$ cat config.mk
export PLATFORM = sky130hd
export DESIGN_NAME = hazard_ctrl
export DESIGN_NICKNAME = d
export VERILOG_FILES = /design/src/rtl/hazard_pkg.sv /design/src/rtl/hazard_match.sv /design/src/rtl/hazard_ctrl.sv
export SDC_FILE = /design/constraint.sdc
export NUM_CORES = 1
export LEC_CHECK = 0
export BUFFER_PORTS_ARGS = -buffer_cell sky130_fd_sc_hd__buf_2
export CAP_MARGIN = 20
export CORE_MARGIN = 2
export CORE_UTILIZATION = 50
export DETAILED_ROUTE_END_ITERATION = 6
export PLACE_DENSITY = 0.76
export SLEW_MARGIN = 20
export SYNTH_ARGS = -nofsm -noshare
export SYNTH_HDL_FRONTEND = slang
export SYNTH_SLANG_ARGS = --single-unit
$ cat constraint.sdc
create_clock -name clk -period 3.4 [get_ports clk]
set_input_delay 0 -clock clk [delete_from_list [all_inputs] [get_ports clk]]
set_output_delay 0 -clock clk [all_outputs]
set_load 0.01 [all_outputs]
$ cat src/rtl/hazard_pkg.sv
// hazard_pkg: shared types for the pipeline interlock and forwarding controller
package hazard_pkg;
    localparam int NUM_SLOTS = 3;

    typedef enum logic [1:0] {
        FWD_RF     = 2'd0,
        FWD_EXMEM  = 2'd1,
        FWD_MEMWB  = 2'd2,
        FWD_WBHOLD = 2'd3
    } fwd_sel_t;

    typedef struct packed {
        logic       v;
        logic [4:0] dst;
        logic       load;
    } sb_slot_t;
endpackage

$ cat src/rtl/hazard_match.sv
// hazard_match: compares one ID operand against the EX/MEM/WB scoreboard slots
// slot 0 is EX; the nearest matching slot decides the forwarding distance
module hazard_match
    import hazard_pkg::*;
(
    input  logic                      use_op,
    input  logic                      valid,
    input  logic [4:0]                src,
    input  sb_slot_t [NUM_SLOTS-1:0]  slots,
    output logic                      hit,
    output logic                      is_load_hit,
    output fwd_sel_t                  distance
);
    logic [NUM_SLOTS-1:0] m;
    logic                 unused_ok;

    always_comb begin
        for (int i = 0; i < NUM_SLOTS; i++)
            m[i] = use_op & valid & slots[i].v & (slots[i].dst == src);
        hit         = |m;
        is_load_hit = m[0] & slots[0].load;
        distance    = m[0] ? FWD_EXMEM : m[1] ? FWD_MEMWB : m[2] ? FWD_WBHOLD : FWD_RF;
    end

    // load results are already in mem_wb once past EX
    assign unused_ok = ^{slots[1].load, slots[2].load};
endmodule

$ cat src/rtl/hazard_ctrl.sv
// hazard_ctrl: five-stage pipeline interlock, bubble and forwarding-select controller
// define HAZARD_FWD_EN to enable operand forwarding; otherwise every scoreboard hit stalls
module hazard_ctrl
    import hazard_pkg::*;
#(
    parameter bit R0_IS_ZERO = 1'b1
) (
    input  logic        clk,
    input  logic        rst_n,
    input  logic        id_valid,
    input  logic [4:0]  id_src_a,
    input  logic [4:0]  id_src_b,
    input  logic        id_use_a,
    input  logic        id_use_b,
    input  logic [4:0]  id_dst,
    input  logic        id_wr,
    input  logic        id_load,
    input  logic        flush,
    output logic        stall,
    output logic        bubble,
    output logic [1:0]  fwd_sel_a,
    output logic [1:0]  fwd_sel_b,
    output logic [15:0] stall_cnt
);
    sb_slot_t [NUM_SLOTS-1:0] sb_q, sb_d;
    logic [15:0]              stall_cnt_q, stall_cnt_d;
    logic                     hit_a, hit_b, ld_a, ld_b, enter;
    fwd_sel_t                 dist_a, dist_b;
    logic                     unused_ok;

    hazard_match u_match_a (
        .use_op(id_use_a), .valid(id_valid), .src(id_src_a), .slots(sb_q),
        .hit(hit_a), .is_load_hit(ld_a), .distance(dist_a)
    );

    hazard_match u_match_b (
        .use_op(id_use_b), .valid(id_valid), .src(id_src_b), .slots(sb_q),
        .hit(hit_b), .is_load_hit(ld_b), .distance(dist_b)
    );

    always_comb begin
`ifdef HAZARD_FWD_EN
        stall = ~flush & (ld_a | ld_b);
`else
        stall = ~flush & (hit_a | hit_b);
`endif
        bubble      = stall | flush;
        enter       = id_valid & id_wr & ~bubble & (!R0_IS_ZERO || id_dst != 5'd0);
        sb_d[2]     = sb_q[1];
        sb_d[1]     = sb_q[0];
        sb_d[0].v    = enter;
        sb_d[0].dst  = id_dst;
        sb_d[0].load = id_load;
        stall_cnt_d = (stall && stall_cnt_q != 16'hFFFF) ? stall_cnt_q + 16'd1 : stall_cnt_q;
    end

    always_ff @(posedge clk or negedge rst_n) begin
        if (!rst_n) begin
            sb_q        <= '0;
            stall_cnt_q <= '0;
        end else begin
            sb_q        <= sb_d;
            stall_cnt_q <= stall_cnt_d;
        end
    end

    assign stall_cnt = stall_cnt_q;

`ifdef HAZARD_FWD_EN
    fwd_sel_t fwd_a_q, fwd_a_d, fwd_b_q, fwd_b_d;

    // a bubbled id_ex slot never consumes forwarded data
    always_comb begin
        fwd_a_d = bubble ? FWD_RF : dist_a;
        fwd_b_d = bubble ? FWD_RF : dist_b;
    end

    always_ff @(posedge clk or negedge rst_n) begin
        if (!rst_n) begin
            fwd_a_q <= FWD_RF;
            fwd_b_q <= FWD_RF;
        end else begin
            fwd_a_q <= fwd_a_d;
            fwd_b_q <= fwd_b_d;
        end
    end

    assign fwd_sel_a = fwd_a_q;
    assign fwd_sel_b = fwd_b_q;
    assign unused_ok = ^{hit_a, hit_b};
`else
    assign fwd_sel_a = FWD_RF;
    assign fwd_sel_b = FWD_RF;
    assign unused_ok = ^{ld_a, ld_b, dist_a, dist_b};
`endif
endmodule

# [Yosys cells after proc, flatten, opt, wreduce, memory -nomap -nowiden]
# Cells that the tools add are included.
[totals] wordCells=41 output_inout_bits=22 ff_bits=34
[classes] n_eq_ne=7 bitwise_logic=22 n_addsub=1 n_reduce_logical=4
[op_table] operator="5-bit == test" n=6
[op_table] operator="1-bit AND" n=18
[op_table] operator="16-bit by 1-bit adder with 16-bit output (second input constant)" n=1
[op_table] operator="16-bit inequality test (second input constant)" n=1
[op_table] operator="3-bit OR reduction" n=2
[op_table] operator="5-bit nonzero test" n=1
[op_table] operator="1-bit NOT" n=2
[op_table] operator="1-bit bitwise OR" n=2
[op_table] operator="1-bit logical AND" n=1

# [Logic depth before layout (Yosys ltp)]
# Gate-level depths: netlist (run 1).
[logic_depth] ltp_word=10 depth_mapped=7

# [Modules after synthesis]
# A second synthesis (run 1) with hierarchy kept.
[unflattened] cells_unflattened=163 hier_area_um2=1836.8
[modules_own_cells] module="hazard_ctrl" cells_each=105 n_inst=1 area_per_inst_um2=1408.9 seq_area_each_um2=925.9
[modules_own_cells] module="hazard_match" cells_each=29 n_inst=2 area_per_inst_um2=214.0 seq_area_each_um2=0.0

# [Worst setup path after synthesis (run 1)]
# No wires, ideal clock.
[synth_path] kind="reg2reg" start="register stall_cnt_q[6] (netlist: stall_cnt[6])" end="register stall_cnt_q[8] (netlist: stall_cnt[8])" t_arrival_ns=1.727 setup_time_ns=0.126 period_less_slack_ns=1.854 path_slack_ns=1.546 stages_incl_launch_ff=7 n_path_buf=1 required_ns=3.274 path_cell_list="dfrtp_1 > and4_4 > and3_4 > and4_4 > buf_6 > or4_4 > xnor2_1"
[synth_via] elab_chain_len=2 elab_cells_between_ends=3 cone_classes="1 x add/sub; 1 x eq/ne; 1 x reduce/logical"
[synth_rtl] item="start, declared" line_no="hazard_ctrl.sv:26" rtl="logic [15:0] stall_cnt_q, stall_cnt_d;"
[synth_rtl] item="start signal, assigned" line_no="hazard_ctrl.sv:63" rtl="stall_cnt_q <= stall_cnt_d;"
[synth_rtl] item="parallel branches: the longest is 2 deep, another holds 16-bit by 1-bit adder with 16-bit output"
# Several ways; the timed one is not identified.
# A chain may end at the register's enable or synchronous reset.

# [Worst setup path after layout (run 1)]
[layout_path] start="register sb_q, in the netlist sb_d[12]" end="output port bubble"
[layout_via] elab_chain_len=6 elab_cells_between_ends=9 cone_classes="2 x eq/ne; 5 x bitwise; 2 x reduce/logical"
[layout_rtl] item="start, declared" line_no="hazard_ctrl.sv:25" rtl="sb_slot_t [NUM_SLOTS-1:0] sb_q, sb_d;"
[layout_rtl] item="start signal, assigned" line_no="hazard_ctrl.sv:59" rtl="sb_q <= '0;"
[layout_rtl] item="start signal, assigned" line_no="hazard_ctrl.sv:62" rtl="sb_q <= sb_d;"
[layout_rtl] item="5-bit == test" line_no="hazard_match.sv:19" rtl="m[i] = use_op & valid & slots[i].v & (slots[i].dst == src);"
[layout_rtl] item="1-bit AND" line_no="hazard_match.sv:19"
[layout_rtl] item="3-bit OR reduction" line_no="hazard_match.sv:20" rtl="hit = |m;"
[layout_rtl] item="1-bit bitwise OR *" line_no="hazard_ctrl.sv:45" rtl="stall = ~flush & (hit_a | hit_b);"
[layout_rtl] item="1-bit AND *" line_no="hazard_ctrl.sv:45"
[layout_rtl] item="1-bit bitwise OR *" line_no="hazard_ctrl.sv:47" rtl="bubble = stall | flush;"
[layout_rtl] item="end, declared" line_no="hazard_ctrl.sv:20" rtl="output logic bubble,"
# Mark *: on every way between the ends. The rest lies on a longest branch, timed or not.

==> results.ini, run 1 <==
[cells_and_area]
design_area_um2=2110
regArea_um2=851
diodes=0
drive_gt1_frac=0.292
fill_cells=301
final_common_cell=buf_2
final_util=0.629
num-nets-final=225
multi_input_area_um2=867
area_growth_pct=20.1
final_cell_mix=buf_2, xnor2_1, dfrtp_1

[routing]
avgRoutedWirePerCell_um=14.3
dr.pass1.iters=4
drtIter0Drc=44
drt.antenna.violating_nets=0
routed_wl_um=3540
avgViaCountPerCell=5.32
via_count=1320
route.detailed.drc=0

[critical_path]
crit_start=sb_d[12]
required_ns=3.40
critPathArrivalTime_ns=2.11
path_class=flip-flop to output pin
crit_end=bubble
crit_path_end_kind=output pin
r2r_cells=6
rrSetupSlack_ns=1.38
start_kind=flip-flop
r2r-end=stall_cnt[1]
r2r-start=sb_d[12]
path_max_fanout=17

[global_routing]
overflow=0
grt_max_degree=35
grt_pass1_wl_um=6110
antenna_found_initial=0
grt_usage=0.201
grt_pass1_vias=1289

[synth]
synthArstFlopShare=1.00
yosys.cell_types.count=31
synth-edff-count=0
synth_area_per_cell_um2=11.7
ys_warn_count=0
synth_ff_type=dfrtp_1
yosysSeqAreaShare=0.483
synth_area_um2=1760
synthCells=151
synth-seq-cells=34

[cts]
cts.path.max_buffers=2
cts-buffers-inserted=5
cts_max_level=2
cts.sinks=34
root_buffer=clkbuf_4
clk-insertion-delay-late_ns=0.34
cts_resized=0
cts_setup_buffers=0
cts_tree=yes
cts.reportedPaths.clkPinSlew_ns=0.10

[power]
ir_drop_mv=0.263
total_power_mw=0.758
p_per_area_nw_per_um2=358
leakagePower_nw=0.932

[sta]
setup_tns_ns=0
setup_viol=0
rsz0062_at_grt=false
relSlewSlack=0.515
layout_min_cycle_time_ns=2.11
fmax_ghz=0.474
drv_slew=0
finalCritPeriodShare=0.620
finalHoldViolations=0
fin_skew_ns=0.00342
tightest_slew_ns=0.728

[floorplan]
io_pins=45
rows=21
core_area_um2=3360
die-height_um=63.3
start_util=0.523
die_area_um2=4010
die-width_um=63.3

[min_path]
min_path_type=input port to flip-flop

[placed_design]
place_area_um2=1970
gp_congestion=0.950
hpwl_um=2540
portBuffers=39

[run_status]
status=finished, final reports clean

[run]
drv_cap=0

-- state kept, by name (all words and copies together) (netlist names) --
| register | cells |
|---|---|
| sb_d | 12 |
| sb_q | 6 |
| stall_cnt | 16 |
-- worst min-delay path by stage --
stage	to	startpoint	cells after the start	slack [ns]
global route	sb_d[13]	flush	3	0.19
CTS	sb_d[13]	flush	3	0.15
global placement	sb_q[15]	rst_n	1	0.1
floorplan	sb_d[10]	rst_n	0	-0.30
detailed placement	sb_q[19]	rst_n	1	0.11
finish	sb_d[13]	flush	3	0.16
-- what timing repair did --
action,CTS,global route
hold endpoints to repair,40,0
setup endpoints to repair,0,0
hold buffers,8,0
-- per-stage QoR --
stage | setup WS (ns) | hold WS (ns) | cells
final | 1.29 | 0.163 | 248
after global placement | 1.45 | 0.0992 | 232
after global routing | 1.12 | 0.193 | 248
after detailed placement | 1.38 | 0.109 | 232
after floorplan | 1.55 | -0.296 | 154
after CTS | 1.25 | 0.147 | 248
-- layout make-up --
cell class | instances | area share
flip-flops and latches | 34 | 0.402
clock buffers | 7 | 0.0260
inverters | 1 | 0.00178
repair buffers | 47 | 0.130
well taps | 46 | 0.0272
multi-input cells | 112 | 0.410
clock inverters | 1 | 0.00237
-- layer usage --
layer / share of wire / track usage
met2: 0.51 / 0.351
met1: 0.40 / 0.228
met3: 0.066 / 0.0518
met5: 0 / 0
met4: 0.024 / 0.0924
-- cell usage after synthesis, drive strengths merged, types with 2 or more instances --
master,n,area (um2)
and3,2,17.5
and4,2,22.5
buf,7,50.0
dfrtp,34,851
mux2,2,22.5
nand2,7,26.3
nand2b,2,12.5
nand3,6,30.0
nand4,13,81.3
nor2,6,22.5
nor3,6,46.3
nor4,2,12.5
nor4b,3,45.0
o22ai,3,37.5
or4,6,52.6
xnor2,35,307
xor2,8,70.1
-- where the power goes --
group / leakage, nW / internal [mW] / switching [mW]
logic: 0.464 / 0.0451 / 0.0456
registers: 0.433 / 0.418 / 0.0143
clock network: 0.0353 / 0.100 / 0.135
-- cells by family after synthesis --
family / Yosys count / share of synthesized area
AND/OR/NAND/NOR: 57 / 0.219
buffers and inverters: 8 / 0.0306
other: 1 / 0.00213
AO/OA/AOI/OAI: 4 / 0.0256
multiplexers: 3 / 0.0185
adder cells (fa/ha/maj): 1 / 0.00711
flip-flops: 34 / 0.483
XOR/XNOR: 43 / 0.214
-- worst max-delay path: stages, from the launching register on --
cell and delay [ns]:
dfrtp_1 0.43, xnor2_1 0.15, nand4_1 0.13, o22ai_2 0.12
nor3_4 0.62, nand2b_1 0.15, buf_2 0.17
Power figures use the tool's default switching activity.
==> run 2, diff against run 1 <==
--- a/config.mk
+++ b/config.mk
@@ -5,12 +5,13 @@
 export SDC_FILE = /design/constraint.sdc
 export NUM_CORES = 1
 export LEC_CHECK = 0
+export ABC_AREA = 1
 export BUFFER_PORTS_ARGS = -buffer_cell sky130_fd_sc_hd__buf_2
 export CAP_MARGIN = 20
 export CORE_MARGIN = 2
 export CORE_UTILIZATION = 50
 export DETAILED_ROUTE_END_ITERATION = 6
-export PLACE_DENSITY = 0.76
+export PLACE_DENSITY = 0.74
 export SLEW_MARGIN = 20
 export SYNTH_ARGS = -nofsm -noshare
 export SYNTH_HDL_FRONTEND = slang
==> constraint.sdc (replaced) <==
create_clock -name clk -period 2.2 [get_ports clk]
set_input_delay 0 -clock clk [delete_from_list [all_inputs] [get_ports clk]]
set_output_delay 0 -clock clk [all_outputs]
set_load 0.01 [all_outputs]
==> run 2 against run 1 <==
  * Register-to-register slack got worse by 1.0 ns
  * Sequential cell count unchanged
  * Critical path depth up 1
  * Clock skew grew 0.0029 ns
  * Synthesized area grew 19%
  * Largest power group unchanged
  * Synthesized cell count increased by 91%
  * Sequential power up 55%
==> results.ini, run 2 <==
[run_status]
status=finished, final reports clean

[global_routing]
antenna_found_initial=0  ; unchanged
grt_max_degree=35  ; unchanged
grt_pass1_vias=1872  ; +45%
top_usage_layer=met2
grt_usage=0.237  ; +0.0359
grt_use_met2=0.386  ; +0.0345
use_met1=0.312  ; +0.0840
overflow=0  ; unchanged
grt_pass1_wl_um=8200  ; +34%
grt_util_met3=0.0487  ; -0.00308

[sta]
fmax_ghz=0.537
finalHoldViolations=0  ; unchanged
layout_min_cycle_time_ns=1.86
layout_setup_ws_ns=0.339  ; -0.952 ns
finalCritPeriodShare=0.846
whs_ns=0.00468  ; -0.158 ns
setup_viol=0  ; unchanged
tightest_slew_ns=0.779  ; +0.0514 ns
setup_tns_ns=0  ; unchanged
rsz0062_at_grt=false
fin_skew_ns=0.00628  ; +0.00286 ns
relSlewSlack=0.481  ; -0.0343
drv_slew=0  ; unchanged

[routing]
via_count=1898  ; +44%
avgViaCountPerCell=4.89  ; -8.1%
dr.pass1.iters=4  ; unchanged
avgRoutedWirePerCell_um=12.4  ; -13%
routed_wl_um=4800  ; +35%
drt.antenna.violating_nets=0  ; unchanged
route.detailed.drc=0  ; unchanged
drtIter0Drc=105  ; +140%

[placed_design]
gp_congestion=0.846  ; -11%
portBuffers=39  ; unchanged
place_area_um2=2310  ; +17%
hpwl_um=3480  ; +37%
post-place-ws_ns=0.342  ; -1.04 ns

[power]
p_int_mw=0.956  ; +70%
seqPwrFrac=0.504  ; -0.066
ir_drop_mv=0.428  ; +63%
leakagePower_nw=1.41  ; +52%
p_clk_frac=0.382  ; +0.072
swShare=0.279  ; +0.0218
power_switching_mw=0.370  ; +90%
combPwrFrac=0.114  ; -0.006
p_per_area_nw_per_um2=536  ; +50%

[floorplan]
die_area_um2=4730  ; +18%
core_area_um2=4030  ; +20%
start_util=0.521  ; -0.00263
die-height_um=68.8  ; +8.6%
io_pins=45  ; unchanged
rows=23  ; +9.5%
die-width_um=68.8  ; +8.6%

[critical_path]
r2r-start=stall_cnt[0]
crit_start=stall_cnt[0]
crit_path_end_kind=flip-flop
critPathMostFrequentCell=nand2_1
path_class=flip-flop to flip-flop
timing.critical_path.cells=ha_1 -> nand2_1 -> nor3_4 -> nand4_4 -> nand3_4 -> nand2_1 -> nand2_1
slowest_stage=dfrtp_1
required_ns=2.43  ; -0.97 ns
slowest_delay_ns=0.42  ; -0.20 ns
critPathArrivalTime_ns=2.09  ; -0.02 ns
start_kind=flip-flop
path_max_fanout=17  ; unchanged

[cts]
cts_hold_buf=7  ; -1
cts.sinks=34  ; unchanged
cts_max_level=2  ; unchanged
root_buffer=clkbuf_8
cts_setup_buffers=0  ; unchanged
cts.path.max_buffers=2  ; unchanged
cts_resized=0  ; unchanged
cts.reportedPaths.clkPinSlew_ns=0.07  ; -0.03 ns
clk-insertion-delay-late_ns=0.30  ; -0.04 ns
cts-buffers-inserted=5  ; unchanged
cts_tree=yes

[cells_and_area]
largest_reg_flops=16  ; unchanged
drive_gt1_frac=0.160  ; -0.132
design_area_um2=2470  ; +17%
final_util=0.614  ; -0.0144
num-nets-final=361  ; +60%
diodes=0  ; unchanged
final_cell_mix=nand2_1, buf_2, inv_1
area_growth_pct=17.9
fill_cells=395  ; +31%
final_common_cell=nand2_1

[synth]
ys_top_cells_by_count=nand2_1, inv_1, dfrtp_1
synth-seq-cells=34  ; unchanged
synthArstFlopShare=1.00  ; unchanged
yosys.cell_types.count=27  ; -13%
synth_area_um2=2100  ; +19%
yosysMostFrequentCell=nand2_1
synth-edff-count=0  ; unchanged
ys_warn_count=0  ; unchanged
synthCells=289  ; +91%
synth_area_per_cell_um2=7.26  ; -38%
synth_top_area_frac=0.405  ; -0.0778
yosysSeqAreaShare=0.405  ; -0.0778
synth_ff_type=dfrtp_1
yosys.area.top_type=dfrtp_1
synth_area_leaders=dfrtp_1, nand2_1, xor2_1

[min_path]
min_path_type=input port to flip-flop
hp-start=id_valid

[run]
drv_cap=0  ; unchanged

## run 2: cell count changes after synthesis, moves of 4 or more
| cell | change |
|---|---|
| nand3_1 | +12 |
| xor2_1 | +10 |
| nor2_1 | +17 |
| or4_1 | -4 |
| nand2_1 | +104 |
| xnor2_1 | -31 |
| inv_1 | +37 |
## run 2: worst paths after layout
path	slack (ns)	endpoint	depth (start not counted)
max	0.34	stall_cnt[5]	7
min	0.005	sb_d[13]	3
max reg2reg	0.34	stall_cnt[5]	7
min reg2reg	0.41	sb_q[20]	0
max in group asynchronous	1.40	stall_cnt[6]	2
min in group asynchronous	0.32	sb_q[18]	2
## run 2: layer usage
layer,vias up,share of wire
li1,988,-
met1,859,0.49
met2,45,0.45
met3,6,0.049
met4,0,0.015
met5,-,0
## run 2: area by class of cell
| cell class | instances | area (um2) | share of cell area |
|---|---|---|---|
| Clock buffer | 6 | 82.6 | 0.0334 |
| Clock inverter | 2 | 12.5 | 0.00506 |
| Inverter | 39 | 146 | 0.0592 |
| Multi-Input combinational cell | 211 | 1050 | 0.426 |
| Sequential cell | 34 | 851 | 0.344 |
| Tap cell | 50 | 62.6 | 0.0253 |
| Timing Repair Buffer | 46 | 265 | 0.107 |
## run 2: logic make-up (layout without fill, tap and decap cells)
family,after synthesis,after routing,synth area share
and+or+nand+nor,178,178,0.380
adders and majority gates,1,1,0.00596
buffers and inverters,47,93,0.0972
AOI/OAI and AO/OA,6,6,0.0179
other,1,4,0.00179
xor gates and xnor gates,22,22,0.0918
DFF,34,34,0.405
## run 2: stage by stage
stage,power [mW],std cells
2_1_floorplan,0.760,292
3_3_place_gp,0.817,373
3_5_place_dp,0.822,373
4_1_cts,1.34,388
5_1_grt,1.39,388
6_report,1.33,388
## run 2: power groups by stage
stage	Sequential, mW	Clock, mW	Combinational, mW
2_1_floorplan	0.678	0	0.0820
3_3_place_gp	0.680	0	0.138
3_5_place_dp	0.681	0	0.141
4_1_cts	0.669	0.517	0.152
5_1_grt	0.673	0.541	0.173
6_report	0.669	0.507	0.151
## run 2: critical path: cells and delay by family, from the launching register on
family                     cells  cell delay, ns
adders and majority gates      1            0.21
and+or+nand+nor                6            1.16
DFF                            1            0.42
==> run 3, diff against run 2 <==
--- a/config.mk
+++ b/config.mk
@@ -5,13 +5,13 @@
 export SDC_FILE = /design/constraint.sdc
 export NUM_CORES = 1
 export LEC_CHECK = 0
-export ABC_AREA = 1
+export ABC_AREA = 0
 export BUFFER_PORTS_ARGS = -buffer_cell sky130_fd_sc_hd__buf_2
 export CAP_MARGIN = 20
 export CORE_MARGIN = 2
-export CORE_UTILIZATION = 50
+export CORE_UTILIZATION = 47
 export DETAILED_ROUTE_END_ITERATION = 6
-export PLACE_DENSITY = 0.74
+export PLACE_DENSITY = 0.75
 export SLEW_MARGIN = 20
 export SYNTH_ARGS = -nofsm -noshare
 export SYNTH_HDL_FRONTEND = slang
==> constraint.sdc (replaced) <==
create_clock -name clk -period 1.5 [get_ports clk]
set_input_delay 0 -clock clk [delete_from_list [all_inputs] [get_ports clk]]
set_output_delay 0 -clock clk [all_outputs]
set_load 0.01 [all_outputs]
==> run 3 against run 2 <==
  * Register-to-register slack got worse by 0.81 ns
  * Core utilization increased by 9.0 points
  * Via count decreased by 22%
  * Sequential share of layout area decreased by 1.1 points
  * The flow now finishes with violations (negative setup slack)
==> results.ini, run 3 (synthesis gave the netlist of run 1 again) <==
[run_status]
status=finished, violations left
violations=negative setup slack

[floorplan]
io_pins=45  ; unchanged
die-width_um=65.2  ; -5.2%
start_util=0.485  ; -0.0363
die_area_um2=4250  ; -10%
rows=22  ; -4.3%
die-height_um=65.2  ; -5.2%
core_area_um2=3630  ; -9.8%

[critical_path]
critPathArrivalTime_ns=2.14  ; +0.05 ns
path_max_fanout=6  ; -11
required_ns=1.67  ; -0.76 ns
crit_path_end_kind=flip-flop
path_class=flip-flop to flip-flop
start_kind=flip-flop

[routing]
drt.antenna.violating_nets=0  ; unchanged
avgRoutedWirePerCell_um=16.1  ; +30%
avgViaCountPerCell=5.25  ; +7.4%
via_count=1471  ; -22%
dr.pass1.iters=4  ; unchanged
route.detailed.drc=0  ; unchanged
drtIter0Drc=47  ; -55%
routed_wl_um=4510  ; -6.0%

[run]
drv_cap=0  ; unchanged

[cells_and_area]
area_growth_pct=45.3
drive_gt1_frac=0.466  ; +0.306
largest_reg_flops=16  ; unchanged
final_common_cell=buf_2
diodes=0  ; unchanged
final_util=0.704  ; +0.0896
num-nets-final=255  ; -29%
final_cell_mix=buf_2, dfrtp_1, xnor2_1

[cts]
cts_max_level=2  ; unchanged
root_buffer=clkbuf_8
cts_tree=yes
cts.path.max_buffers=2  ; unchanged
clk-insertion-delay-late_ns=0.29  ; about the same
cts.reportedPaths.clkPinSlew_ns=0.07  ; about the same
cts-buffers-inserted=5  ; unchanged
cts.sinks=34  ; unchanged

[global_routing]
grt_pass1_wl_um=7380  ; -10%
grt_max_degree=35  ; unchanged
grt_usage=0.233  ; -0.00334
overflow=0  ; unchanged
grt_pass1_vias=1524  ; -19%
antenna_found_initial=0  ; unchanged

[sta]
finalHoldViolations=0  ; unchanged
whs_ns=0.0957  ; +0.0910 ns
fmax_ghz=0.509  ; -5.4%
setup_tns_ns=-6.71  ; -6.71 ns
finalCritPeriodShare=1.31  ; +0.465
layout_setup_ws_ns=-0.466  ; -0.805 ns
rsz0062_at_grt=true
layout_min_cycle_time_ns=1.97  ; +0.105 ns
fin_skew_ns=0.00688  ; +0.000604 ns
drv_slew=0  ; unchanged
setup_viol=19  ; +19

[min_path]
min_path_type=input port to flip-flop

[power]
leakagePower_nw=1.16  ; -18%
power_switching_mw=0.495  ; +34%
p_int_mw=1.56  ; +63%
seqPwrFrac=0.476  ; -0.028
p_clk_frac=0.403  ; +0.021
ir_drop_mv=0.627  ; +47%
swShare=0.241  ; -0.0377
p_per_area_nw_per_um2=803  ; +50%
combPwrFrac=0.121  ; +0.007

[placed_design]
post-place-ws_ns=-0.474  ; -0.815 ns
hpwl_um=2970  ; -15%
portBuffers=39  ; unchanged
gp_congestion=0.903  ; +6.7%

run 3: cell count changes in the layout (fill, tap and decap cells not counted), sizes merged, moves of 10 or more:
cell / change
buf: +29
inv: -37
nand2: -105
nand3: -13
nor2: -18
xnor2: +31
xor2: -10
run 3: per-layer routing:
layer / part of all wire / global-route usage
met5: 0 / 0
met4: 0.028 / 0.0938
met3: 0.065 / 0.0565
met2: 0.51 / 0.393
met1: 0.40 / 0.288
run 3: area by class of cell:
type | instances | area, um2
clock buffers | 5 | 68.8
clock inverters | 3 | 40.0
fillers | 263 | 1080
inverters | 1 | 3.75
multi-input cells | 114 | 1040
flip-flops and latches | 34 | 852
well taps | 48 | 60.1
repair buffers | 75 | 490
run 3: worst paths after layout:
| check | startpoint | depth (start not counted) | slack (ns) | endpoint |
|---|---|---|---|---|
| worst max register to register | sb_d[8] | 6 | -0.47 | stall_cnt[2] |
| worst min-delay path | id_valid | 3 | 0.1 | sb_d[13] |
| worst min register to register | sb_d[20] | 0 | 0.41 | sb_q[20] |
| min in group asynchronous | rst_n | 3 | 0.27 | sb_d[8] |
| worst max-delay path | sb_d[8] | 6 | -0.47 | stall_cnt[2] |
| max in group asynchronous | rst_n | 3 | 0.89 | stall_cnt[6] |
run 3: critical path: stages, from the launching register on:
cell     delay (ns)
dfrtp_1        0.44
xnor2_1        0.19
nand4_1        0.18
o22ai_4        0.27
nor3_4         0.10
or4b_4         0.52
xnor2_1        0.14
run 3: power groups by stage:
stage | Combinational, mW | Clock (mW) | Sequential [mW]
2_1_floorplan | 0.106 | 0 | 0.995
3_3_place_gp | 0.203 | 0 | 0.990
3_5_place_dp | 0.210 | 0 | 0.993
4_1_cts | 0.235 | 0.837 | 0.976
5_1_grt | 0.272 | 0.884 | 0.982
6_report | 0.248 | 0.828 | 0.978
run 3: what timing repair did:
item / in CTS / in global routing
buffers inserted: 4 / 3
pin swaps: 32 / 8
hold endpoints to repair: 40 / 0
hold buffers: 7 / 0
cloned: 2 / 0
endpoints found under the setup margin: 19 / 19
resized for setup: 17 / 9
run 3: per-stage QoR:
step	area, um2	cells	power, mW
final	2560	280	2.05
after global routing	2560	280	2.14
after CTS	2490	278	2.05
after detailed placement	2160	257	1.20
after global placement	2160	257	1.19
after floorplan	1790	154	1.10
